$ cat config.mk
export PLATFORM = sky130hd
export DESIGN_NAME = alu_instr_sequencer
export DESIGN_NICKNAME = d
export VERILOG_FILES = /design/src/rtl/alu_instr_sequencer.sv
export SDC_FILE = /design/constraint.sdc
export NUM_CORES = 1
export LEC_CHECK = 0
export ABC_AREA = 0
export CAP_MARGIN = 10
export CORE_AREA = 2 2 59 61
export CTS_CLUSTER_SIZE = 10
export DETAILED_ROUTE_END_ITERATION = 7
export DIE_AREA = 0 0 61 63
export GPL_TIMING_DRIVEN = 0
export PLACE_DENSITY = 0.74
export REMOVE_ABC_BUFFERS = 1
export SYNTH_ARGS = -nofsm -noshare
export SYNTH_HDL_FRONTEND = slang
export SYNTH_SLANG_ARGS = --single-unit
$ cat constraint.sdc
create_clock -name Clock -period 1.8 [get_ports Clock]
set_input_delay 0.45 -clock Clock [delete_from_list [all_inputs] [get_ports Clock]]
set_output_delay 0.45 -clock Clock [all_outputs]
set_load 0.005 [all_outputs]
$ cat src/rtl/alu_instr_sequencer.sv
// Hardwired T0-T5 control sequencer for fetch and execution of R-format ALU
// instructions; drives the datapath control ports straight from the state register and IR.
module alu_instr_sequencer #(
    parameter int NREGS = 16
) (
    input  logic             Clock,
    input  logic             Clear,
    input  logic             Run,
    input  logic [31:0]      IR,
    input  logic             Mem_ready,
    output logic             PCout,
    output logic             Zlowout,
    output logic             Zhighout,
    output logic             MDRout,
    output logic             MARin,
    output logic             Zin,
    output logic             PCin,
    output logic             MDRin,
    output logic             IRin,
    output logic             Yin,
    output logic             IncPC,
    output logic             Read,
    output logic [3:0]       CONTROL,
    output logic [NREGS-1:0] Rin,
    output logic [NREGS-1:0] Rout,
    output logic             Busy,
    output logic             Done,
    output logic             Illegal
);

    localparam logic [2:0] S_IDLE = 3'd0;
    localparam logic [2:0] S_T0   = 3'd1;
    localparam logic [2:0] S_T1   = 3'd2;
    localparam logic [2:0] S_T2   = 3'd3;
    localparam logic [2:0] S_T3   = 3'd4;
    localparam logic [2:0] S_T4   = 3'd5;
    localparam logic [2:0] S_T5   = 3'd6;

    logic [2:0]       state_q;
    logic [2:0]       state_d;
    logic [4:0]       opcode;
    logic [3:0]       ra_field;
    logic [3:0]       rb_field;
    logic [3:0]       rc_field;
    logic             op_legal;
    logic [3:0]       op_control;
    logic [NREGS-1:0] ra_onehot;
    logic [NREGS-1:0] rb_onehot;
    logic [NREGS-1:0] rc_onehot;
    logic             unused_ir_bits;

    assign opcode         = IR[31:27];
    assign ra_field       = IR[26:23];
    assign rb_field       = IR[22:19];
    assign rc_field       = IR[18:15];
    assign unused_ir_bits = &{1'b0, IR[14:0]};

    // Shifting past the top of a narrower register file leaves the enable all-zero.
    assign ra_onehot = NREGS'(1) << ra_field;
    assign rb_onehot = NREGS'(1) << rb_field;
    assign rc_onehot = NREGS'(1) << rc_field;

    always_comb begin
        op_legal   = 1'b1;
        op_control = 4'b0000;
        case (opcode)
            5'b01001: op_control = 4'b0000;
            5'b01010: op_control = 4'b0001;
            5'b00011: op_control = 4'b0010;
            5'b00100: op_control = 4'b0011;
            5'b00101: op_control = 4'b0100;
            5'b00110: op_control = 4'b0101;
            default:  op_legal   = 1'b0;
        endcase
    end

    always_comb begin
        state_d = state_q;
        case (state_q)
            S_IDLE:  if (Run) state_d = S_T0;
            S_T0:    state_d = S_T1;
            S_T1:    if (Mem_ready) state_d = S_T2;
            S_T2:    state_d = S_T3;
            S_T3:    state_d = op_legal ? S_T4 : S_IDLE;
            S_T4:    state_d = S_T5;
            S_T5:    state_d = Run ? S_T0 : S_IDLE;
            default: state_d = S_IDLE;
        endcase
    end

    always_ff @(posedge Clock or negedge Clear) begin
        if (!Clear) begin
            state_q <= S_IDLE;
        end else begin
            state_q <= state_d;
        end
    end

    // Zhighout stays low; it is held for a future MUL/DIV extension.
    always_comb begin
        PCout    = 1'b0;
        Zlowout  = 1'b0;
        Zhighout = 1'b0;
        MDRout   = 1'b0;
        MARin    = 1'b0;
        Zin      = 1'b0;
        PCin     = 1'b0;
        MDRin    = 1'b0;
        IRin     = 1'b0;
        Yin      = 1'b0;
        IncPC    = 1'b0;
        Read     = 1'b0;
        CONTROL  = 4'b0000;
        Rin      = '0;
        Rout     = '0;
        Done     = 1'b0;
        Illegal  = 1'b0;
        Busy     = (state_q != S_IDLE);
        case (state_q)
            S_T0: begin
                PCout = 1'b1;
                MARin = 1'b1;
                IncPC = 1'b1;
                Zin   = 1'b1;
            end
            S_T1: begin
                Zlowout = 1'b1;
                PCin    = 1'b1;
                Read    = 1'b1;
                MDRin   = 1'b1;
            end
            S_T2: begin
                MDRout = 1'b1;
                IRin   = 1'b1;
            end
            S_T3: begin
                if (op_legal) begin
                    Rout = rb_onehot;
                    Yin  = 1'b1;
                end else begin
                    Illegal = 1'b1;
                end
            end
            S_T4: begin
                Rout    = rc_onehot;
                Zin     = 1'b1;
                CONTROL = op_control;
            end
            S_T5: begin
                Zlowout = 1'b1;
                Rin     = ra_onehot;
                Done    = 1'b1;
            end
            default: ;
        endcase
    end

endmodule

### Yosys cells after proc, flatten, opt, wreduce, memory -nomap -nowiden

Index checks and enable logic that the tools add are counted.

| word-level totals | value |
|---|---|
| flip-flop bits (word level) | 3 |
| input bits | 36 |
| output and inout bits | 51 |
| word-level logic and storage cells | 45 |

| operators by class | value |
|---|---|
| equal/unequal tests | 14 |
| shifts and indexed selects | 3 |
| multiplexer cells | 21 |
| reductions and logical operators | 6 |

Operators by type and width:

| kind | count |
|---|---|
| $shl 1x4->16 const A | 3 |
| $mux 16 | 2 |
| $pmux 16 s2 | 1 |
| $pmux 3 s7 | 1 |
| $eq 5x3->1 const B | 3 |
| $pmux 3 s5 | 1 |
| $mux 1 | 12 |
| $eq 5x4->1 const B | 2 |
| $eq 3x3->1 const B | 3 |
| $mux 3 | 3 |
| $eq 3x2->1 const B | 2 |
| $reduce_or 6->1 | 1 |
| $eq 5x2->1 const B | 1 |
| $mux 4 | 1 |
| $ne 2x2->1 const B | 2 |
| $reduce_or 2->1 | 2 |
| $eq 3x1->1 const B | 1 |
| $logic_not 3->1 | 1 |
| $reduce_bool 3->1 | 1 |
| $reduce_and 2->1 | 1 |

### Depth between registers and ports, before layout

Gate-level depths: netlist (run 1).

| depth | value |
|---|---|
| word-level depth | 5 |
| mapped depth | 5 |
| gate-level depth less buffers | 5 |

### Worst setup path after synthesis (run 1)

Ideal clock, no wire load.

| timing | value |
|---|---|
| path kind | input to output |
| start point | input port IR[30] |
| end point | output port Rout[11] |
| data arrival time | 1.468 ns |
| required time | 1.350 ns |
| path slack | -0.118 ns |
| stages on the path | 4 |
| path buffers | 0 |
| cells stage by stage | and2b_1 a221o_2 or4b_4 o22ai_1 |

| on the way | value |
|---|---|
| word-level cells in the longest chain between the ends | 5 |
| elaborated cells between the ends (all ways) | 10 |
| those cells by class | eq/ne (6); mux (3); reduce/logical (1) |

Ends and longest elaborated chain:

| item | line | text |
|---|---|---|
| start: declaration | 9 | `input logic [31:0] IR,` |
| $eq 5x3->1 (tied with other cells) | 66 | `case (opcode)` |
| $reduce_or 6->1 (no source line) (*) | - |  |
| $mux 1 (*) | 66 |  |
| $mux 16 (*) | 137 | `if (op_legal) begin` |
| $pmux 16 s2 (*) | 119 | `case (state_q)` |
| end: declaration | 25 | `output logic [NREGS-1:0] Rout,` |

Mark *: on every way between the ends. The rest lies on a longest branch, timed or not.

### Worst setup path after layout (run 1)

| timing | value |
|---|---|
| start point | register state_q[1] |
| end point | output port Rout[6] |

| on the way | value |
|---|---|
| word-level cells in the longest chain between the ends | 2 |
| elaborated cells between the ends (all ways) | 3 |
| those cells by class | eq/ne (2); mux (1) |

Ends and longest elaborated chain:

| item | line | text |
|---|---|---|
| start: declaration | 39 | `logic [2:0] state_q;` |
| start signal: assignment | 95 | `state_q <= state_d;` |
| $eq 3x3->1 | 119 |  |
| $pmux 16 s2 (*) | 119 |  |

Marked as above.

==> run_results.csv, run 1 <==
group,metric,value,unit
min_path,hold_class,"primary input to async pin",
sta,period_needed,2.23,ns
cells_and_area,largest_register_ffs,3,
sta,timing.fmax,448,MHz
placement,io_buffers,69,
power,p_per_area,715,nW/um^2
synth,yosysWarnings,0,
global_routing,grt_util_met3,1.86,%
floorplan,die_x,61,um
floorplan,ios,87,
setup_path,arrival,1.78,ns
routing,drc_errors,0,
cts,clkTransAtPathRegs,0.04,ns
cells_and_area,drive_above_1_share,63.2,%
run,drv_cap,0,
cells_and_area,insertedDiodeCount,0,
floorplan,initial_utilization,23.1,%
cells_and_area,layout_common_cells,"35 x buf_4, 34 x buf_2, 12 x dlygate4sd2_1",
placement,gp_congestion,0.769,
setup_path,end_kind,"output pin",
routing,ant_nets,0,
sta,rsz0062_at_grt,"true",
sta,slew_violations,0,
cells_and_area,syn2layout_area_growth,149,%
cts,clock_sinks,3,
cells_and_area,multiInputGateArea,830,um^2
global_routing,grt_pass1_wl,5210,um
setup_path,cp.required,1.35,ns
outcome,status,"finished, violations left",
cells_and_area,layout_commonest_cell,"buf_4",
global_routing,grt-ovfl-total,0,
setup_path,crit_path_max_fanout,7,
global_routing,top_usage_layer,"met2",
cts,cts_hold_buf,0,
synth,synth-seq-cells,3,
cells_and_area,regArea,78.8,um^2
routing,wire_per_inst,14.5,um
sta,skew,0.00169,ns
cts,root_buffer,"clkbuf_4",
global_routing,grtUsageMet2,31.3,%
sta,worst_slack,-0.432,ns
floorplan,dieArea,3840,um^2
global_routing,grt_pass1_vias,1194,
power,irDropWorstVdd,0.395,mV
global_routing,antenna_found_initial,0,
outcome,violations,"negative setup slack",
floorplan,rows,21,
cts,clock_latency,0.25,ns
power,cellLeakagePower,1.04,nW
cells_and_area,largest_registers,"state_q x3",
power,p_total,0.00133,W
cells_and_area,regMostFlops,"state_q",
routing,drt_iter0_drc,31,
routing,vias,1339,
setup_path,max_stage_delay,0.45,ns
synth,syn_area,746,um^2
cts,cts_tree,"yes",
synth,synth.distinct_cells,32,
floorplan,die_h,63,um
placement,place_inst,224,
routing,post_drt_via_cell_ratio,4.98,
cells_and_area,postLayoutCoreUtil,57.5,%
setup_path,crit_chain,"nand3b_1, buf_4, or3b_4, o22ai_2, buf_2",
routing,firstDrtPassIters,4,
sta,setup_viol,37,
synth,postSynthAreaPerCell,6.37,um^2
global_routing,grt_max_degree,11,
global_routing,grt_usage,17.5,%
setup_path,crit_type,"flip-flop to output pin",
cells_and_area,fin_nets,260,
sta,hold_violations,0,
cts,cts-buffers-inserted,3,
cts,h-tree-depth,1,
cts,clock_path_buffers,2,
setup_path,cp_slowest_cell,"dfrtp_2",
floorplan,core,3230,um^2
placement,hpwl,2210,um
cells_and_area,final_cells,269,
setup_path,critPathLaunchType,"flip-flop",
routing,routed_wl,3910,um
sta,period_share,124,%
synth,seq_area_frac_synth,10.1,%
global_routing,use_met1,19.4,%
setup_path,r2r_slack,0.57,ns
synth,syn_inst,117,
cells_and_area,fill_cells,300,
[per-layer routing]
layer  up-vias  wire length, um
met5         -                0
met2        56             2100
met3        10              210
met1       641             1500
li1        632                -
met4         0               97
[logic make-up (layout without fill, tap and decap cells)]
logic type                Yosys count  in the layout  synth area share, %
DFF                                 3              3                 10.1
xor gates and xnor gates            2              2                 2.35
other                               1              2                0.503
buffers and inverters              13            118                 10.1
and+or+nand+nor                    75             75                 56.4
muxes                               1              1                 1.34
AOI/OAI and AO/OA                  22             22                 19.3
[timing repair]
action                                  CTS  global route
pin swaps                                26            17
endpoints found under the setup margin   50            48
buffers inserted                         28            14
resized for setup                       196            70
[power breakdown]
| group | switching [W] | internal (W) | leakage (nW) |
|---|---|---|---|
| clock | 0.0000459 | 0.0000838 | 0.0150 |
| sequential | 0.0000625 | 0.000105 | 0.0344 |
| combinational | 0.000428 | 0.000603 | 0.994 |
| total | 0.000537 | 0.000792 | 1.04 |
[final cells by class]
class / instances / area share [%]
Inverter: 4 / 0.942
Tap cell: 46 / 3.10
Sequential cell: 3 / 4.24
Clock buffer: 4 / 1.41
Multi-Input combinational cell: 102 / 44.6
Timing Repair Buffer: 110 / 45.7
[stage by stage]
step	instance area [um^2]	setup slack (ns)	hold slack (ns)	TNS, ns
after global placement	1440	-1.23	0.612	-29.94
after detailed placement	1440	-1.26	0.617	-30.46
final	1860	-0.432	0.381	-9.65
after global routing	1860	-0.484	0.389	-11.91
after CTS	1700	-0.385	0.390	-11.53
after floorplan	689	-0.118	0.154	-0.552
[final timing paths]
kind,startpoint,endpoint,depth (start not counted)
max in group asynchronous,Clear,state_q[2]$_DFFE_PN0P_,1
worst max-delay path,state_q[1]$_DFFE_PN0P_,Rout[6],5
worst min-delay path,Clear,state_q[0]$_DFFE_PN0P_,1
min in group Clock,state_q[0]$_DFFE_PN0P_,state_q[1]$_DFFE_PN0P_,3
worst max register to register,state_q[1]$_DFFE_PN0P_,state_q[0]$_DFFE_PN0P_,5
worst min register to register,state_q[0]$_DFFE_PN0P_,state_q[1]$_DFFE_PN0P_,3
[worst max-delay path, delay by kind of cell, from the launching register on]
family / cells / cell delay, ns
simple gates: 2 / 0.60
compound gates: 1 / 0.19
buf+inv: 2 / 0.28
flops: 1 / 0.45
[synth_stat cells]
library cell  instances  share of area [%]
a21oi_1               2                1.3
a221o_2               1                1.5
and2_1                1               0.84
and2b_1               1                1.0
and3b_1               1                1.2
and4bb_1              1                1.7
buf_4                 7                7.0
clkbuf_1              2                1.0
conb_1                1               0.50
dfrtp_1               3                 10
inv_1                 4                2.0
mux2i_1               1                1.3
nand2_1              10                5.0
nand2b_1              9                7.5
nand3_1               1               0.67
nand3b_1              3                3.0
nand4_1               2                1.7
nand4b_1              4                4.7
nor2_1               21                 11
nor2b_1               3                2.5
nor3_1                6                4.0
o211ai_1              1                1.0
o21ai_0               2                1.3
o22ai_1              14                 12
o41ai_1               2                2.3
or2_2                 4                3.4
or2b_1                1                1.0
or3_1                 3                2.5
or3b_2                1                1.2
or4_1                 2                2.0
or4b_4                1                1.8
xor2_1                2                2.3
Power figures use the tool's default switching activity.
==> run 2, diff against run 1 <==
--- a/config.mk
+++ b/config.mk
@@ -6,7 +6,7 @@
 export NUM_CORES = 1
 export LEC_CHECK = 0
 export ABC_AREA = 0
-export CAP_MARGIN = 10
+export CAP_MARGIN = 20
 export CORE_AREA = 2 2 59 61
 export CTS_CLUSTER_SIZE = 10
 export DETAILED_ROUTE_END_ITERATION = 7
==> results of run 2 <==
Final layout, timing and power as in run 1 (identical DEF).
==> run 3, diff against run 2 <==
--- a/config.mk
+++ b/config.mk
@@ -7,12 +7,14 @@
 export LEC_CHECK = 0
 export ABC_AREA = 0
 export CAP_MARGIN = 20
-export CORE_AREA = 2 2 59 61
+export CORE_AREA = 2 2 40 42
 export CTS_CLUSTER_SIZE = 10
 export DETAILED_ROUTE_END_ITERATION = 7
-export DIE_AREA = 0 0 61 63
+export DIE_AREA = 0 0 42 44
+export DONT_BUFFER_PORTS = 1
 export GPL_TIMING_DRIVEN = 0
-export PLACE_DENSITY = 0.74
+export HOLD_SLACK_MARGIN = 0.08
+export PLACE_DENSITY = 0.71
 export REMOVE_ABC_BUFFERS = 1
 export SYNTH_ARGS = -nofsm -noshare
 export SYNTH_HDL_FRONTEND = slang
==> run 3 against run 2 <==
Compared with the run above:
- clock power decreased by 4%
- the flow still finishes with violations (negative setup slack)
- largest cell class is now multi-input combinational cells
- critical path type unchanged
- die area decreased by 52%
- clock skew about the same
==> run_results.csv, run 3 (same netlist as run 1, synthesis figures left out) <==
group,metric,value,unit
sta,finalHoldWorstSlack,0.405,ns
sta,slew_violations,0,
global_routing,grt_max_degree,8,
min_path,hold_class,"primary input to flip-flop",
cts,clock_sinks,3,
cells_and_area,fin_area,1100,um^2
cts,clkTransAtPathRegs,0.04,ns
outcome,violations,"negative setup slack",
cts,clock_latency,0.24,ns
power,p_total,0.000914,W
cells_and_area,largest_registers,"state_q x3",
global_routing,grt-ovfl-total,0,
cells_and_area,layout_commonest_cell,"buf_4",
global_routing,grt_pass1_wl,3900,um
power,seq_power_share,17.6,%
cts,clock_path_buffers,2,
routing,drt_iter0_drc,21,
routing,wire_per_inst,18.7,um
cells_and_area,regMostFlops,"state_q",
outcome,status,"finished, violations left",
sta,tns,-4.92,ns
placement,gp_congestion,0.738,
power,p_comb_share,68.7,%
sta,period_needed,2.09,ns
setup_path,cp_slowest_cell,"dfrtp_2",
cells_and_area,layout_common_cells,"15 x buf_4, 14 x nor2_1, 10 x nand2_1, 10 x o22ai_2, 7 x nand2b_1",
sta,hold_violations,0,
sta,rsz0062_at_grt,"true",
power,cellLeakagePower,0.397,nW
setup_path,max_stage_delay,0.43,ns
cells_and_area,syn2layout_area_growth,48.2,%
cts,cts_tree,"yes",
sta,period_share,116,%
power,p_int,0.000504,W
floorplan,die_h,44,um
sta,timing.fmax,479,MHz
power,p_per_area,828,nW/um^2
setup_path,crit_path_max_fanout,5,
power,p_clk_share,13.6,%
cells_and_area,largest_register_ffs,3,
cts,root_buffer,"clkbuf_4",
cts,cts-buffers-inserted,3,
setup_path,cp.required,1.35,ns
floorplan,rows,14,
cells_and_area,insertedDiodeCount,0,
global_routing,grt_usage,26.7,%
setup_path,end_kind,"output pin",
routing,post_drt_via_cell_ratio,6.56,
routing,routed_wl,2750,um
cells_and_area,fill_cells,106,
sta,skew,0.00138,ns
global_routing,grt_pass1_vias,872,
power,power.switching,0.000410,W
setup_path,crit_type,"flip-flop to output pin",
setup_path,critPathLaunchType,"flip-flop",
routing,firstDrtPassIters,4,
floorplan,die_x,42,um
placement,io_buffers,0,
floorplan,core,1420,um^2
floorplan,ios,87,
cells_and_area,drive_above_1_share,51.1,%
power,switching_share,44.9,%
placement,hpwl,1640,um
floorplan,dieArea,1850,um^2
routing,vias,965,
cells_and_area,fin_nets,168,
placement,place_area,709,um^2
run,drv_cap,0,
routing,drc_errors,0,
setup_path,arrival,1.64,ns
routing,ant_nets,0,
power,irDropWorstVdd,0.494,mV
floorplan,initial_utilization,52.6,%
cts,h-tree-depth,1,
setup_path,crit_chain,"buf_6, nand2b_4, nor2_4, nand3b_1, o41ai_2",
sta,worst_slack,-0.286,ns
global_routing,antenna_found_initial,0,
sta,setup_viol,33,
-- run 3: metal layers --
metal	wire (um)	vias to the layer above	part of all wire (%)	track usage (%)
li1	-	447	-	-
met1	1020	452	37	31.8
met2	1460	64	53	50.3
met3	255	2	9.3	7.50
met4	12	0	0.44	0.645
met5	0	-	0	0
-- run 3: worst paths after layout --
check                                       startpoint                endpoint  slack [ns]  depth (start not counted)
worst max-delay path            state_q[1]$_DFFE_PN0P_                 Rout[8]       -0.29                          5
worst min-delay path                               Run  state_q[0]$_DFFE_PN0P_        0.41                          2
worst max register to register  state_q[1]$_DFFE_PN0P_  state_q[0]$_DFFE_PN0P_        0.46                          6
worst min register to register  state_q[0]$_DFFE_PN0P_  state_q[2]$_DFFE_PN0P_        0.68                          3
max in group asynchronous                        Clear  state_q[0]$_DFFE_PN0P_        1.16                          1
min in group asynchronous                        Clear  state_q[1]$_DFFE_PN0P_        0.47                          1
-- run 3: critical path: cells and delay by family, from the launching register on --
family	cells	cell delay, ns
flops	1	0.43
simple gates	3	0.42
compound gates	1	0.41
buf+inv	1	0.13
-- run 3: final cells by class --
type / count / area, um^2 / area share (%)
multi-input combinational: 102 / 817 / 74.0
inverter: 4 / 17.5 / 1.59
timing repair buffer: 18 / 145 / 13.1
tap: 16 / 20.0 / 1.81
sequential: 3 / 78.8 / 7.13
clock buffer: 4 / 26.3 / 2.38
-- run 3: power by group through the flow --
stage | Clock (W) | Combinational, W | Sequential [W]
after floorplan | 0 | 0.000243 | 0.000157
after global placement | 0 | 0.000280 | 0.000172
after detailed placement | 0 | 0.000289 | 0.000175
after CTS | 0.000127 | 0.000523 | 0.000158
after global routing | 0.000138 | 0.000676 | 0.000166
final | 0.000125 | 0.000628 | 0.000161
-- run 3: timing repair --
action	in CTS	in global routing
endpoints found under the hold margin	3	0
gates resized for setup	37	15
buffers inserted	12	6
hold buffers	1	0
setup endpoints to repair	37	37
pin swaps	26	9
-- run 3: through the flow --
| step | setup slack [ns] | utilization (%) | instances |
|---|---|---|---|
| 2_1_floorplan | -0.118 | - | 109 |
| 3_3_place_gp | -0.217 | 50.0 | 125 |
| 3_5_place_dp | -0.280 | 50.0 | 125 |
| 4_1_cts | -0.270 | 71.3 | 142 |
| 5_1_grt | -0.329 | 77.9 | 147 |
| 6_report | -0.286 | 77.9 | 147 |
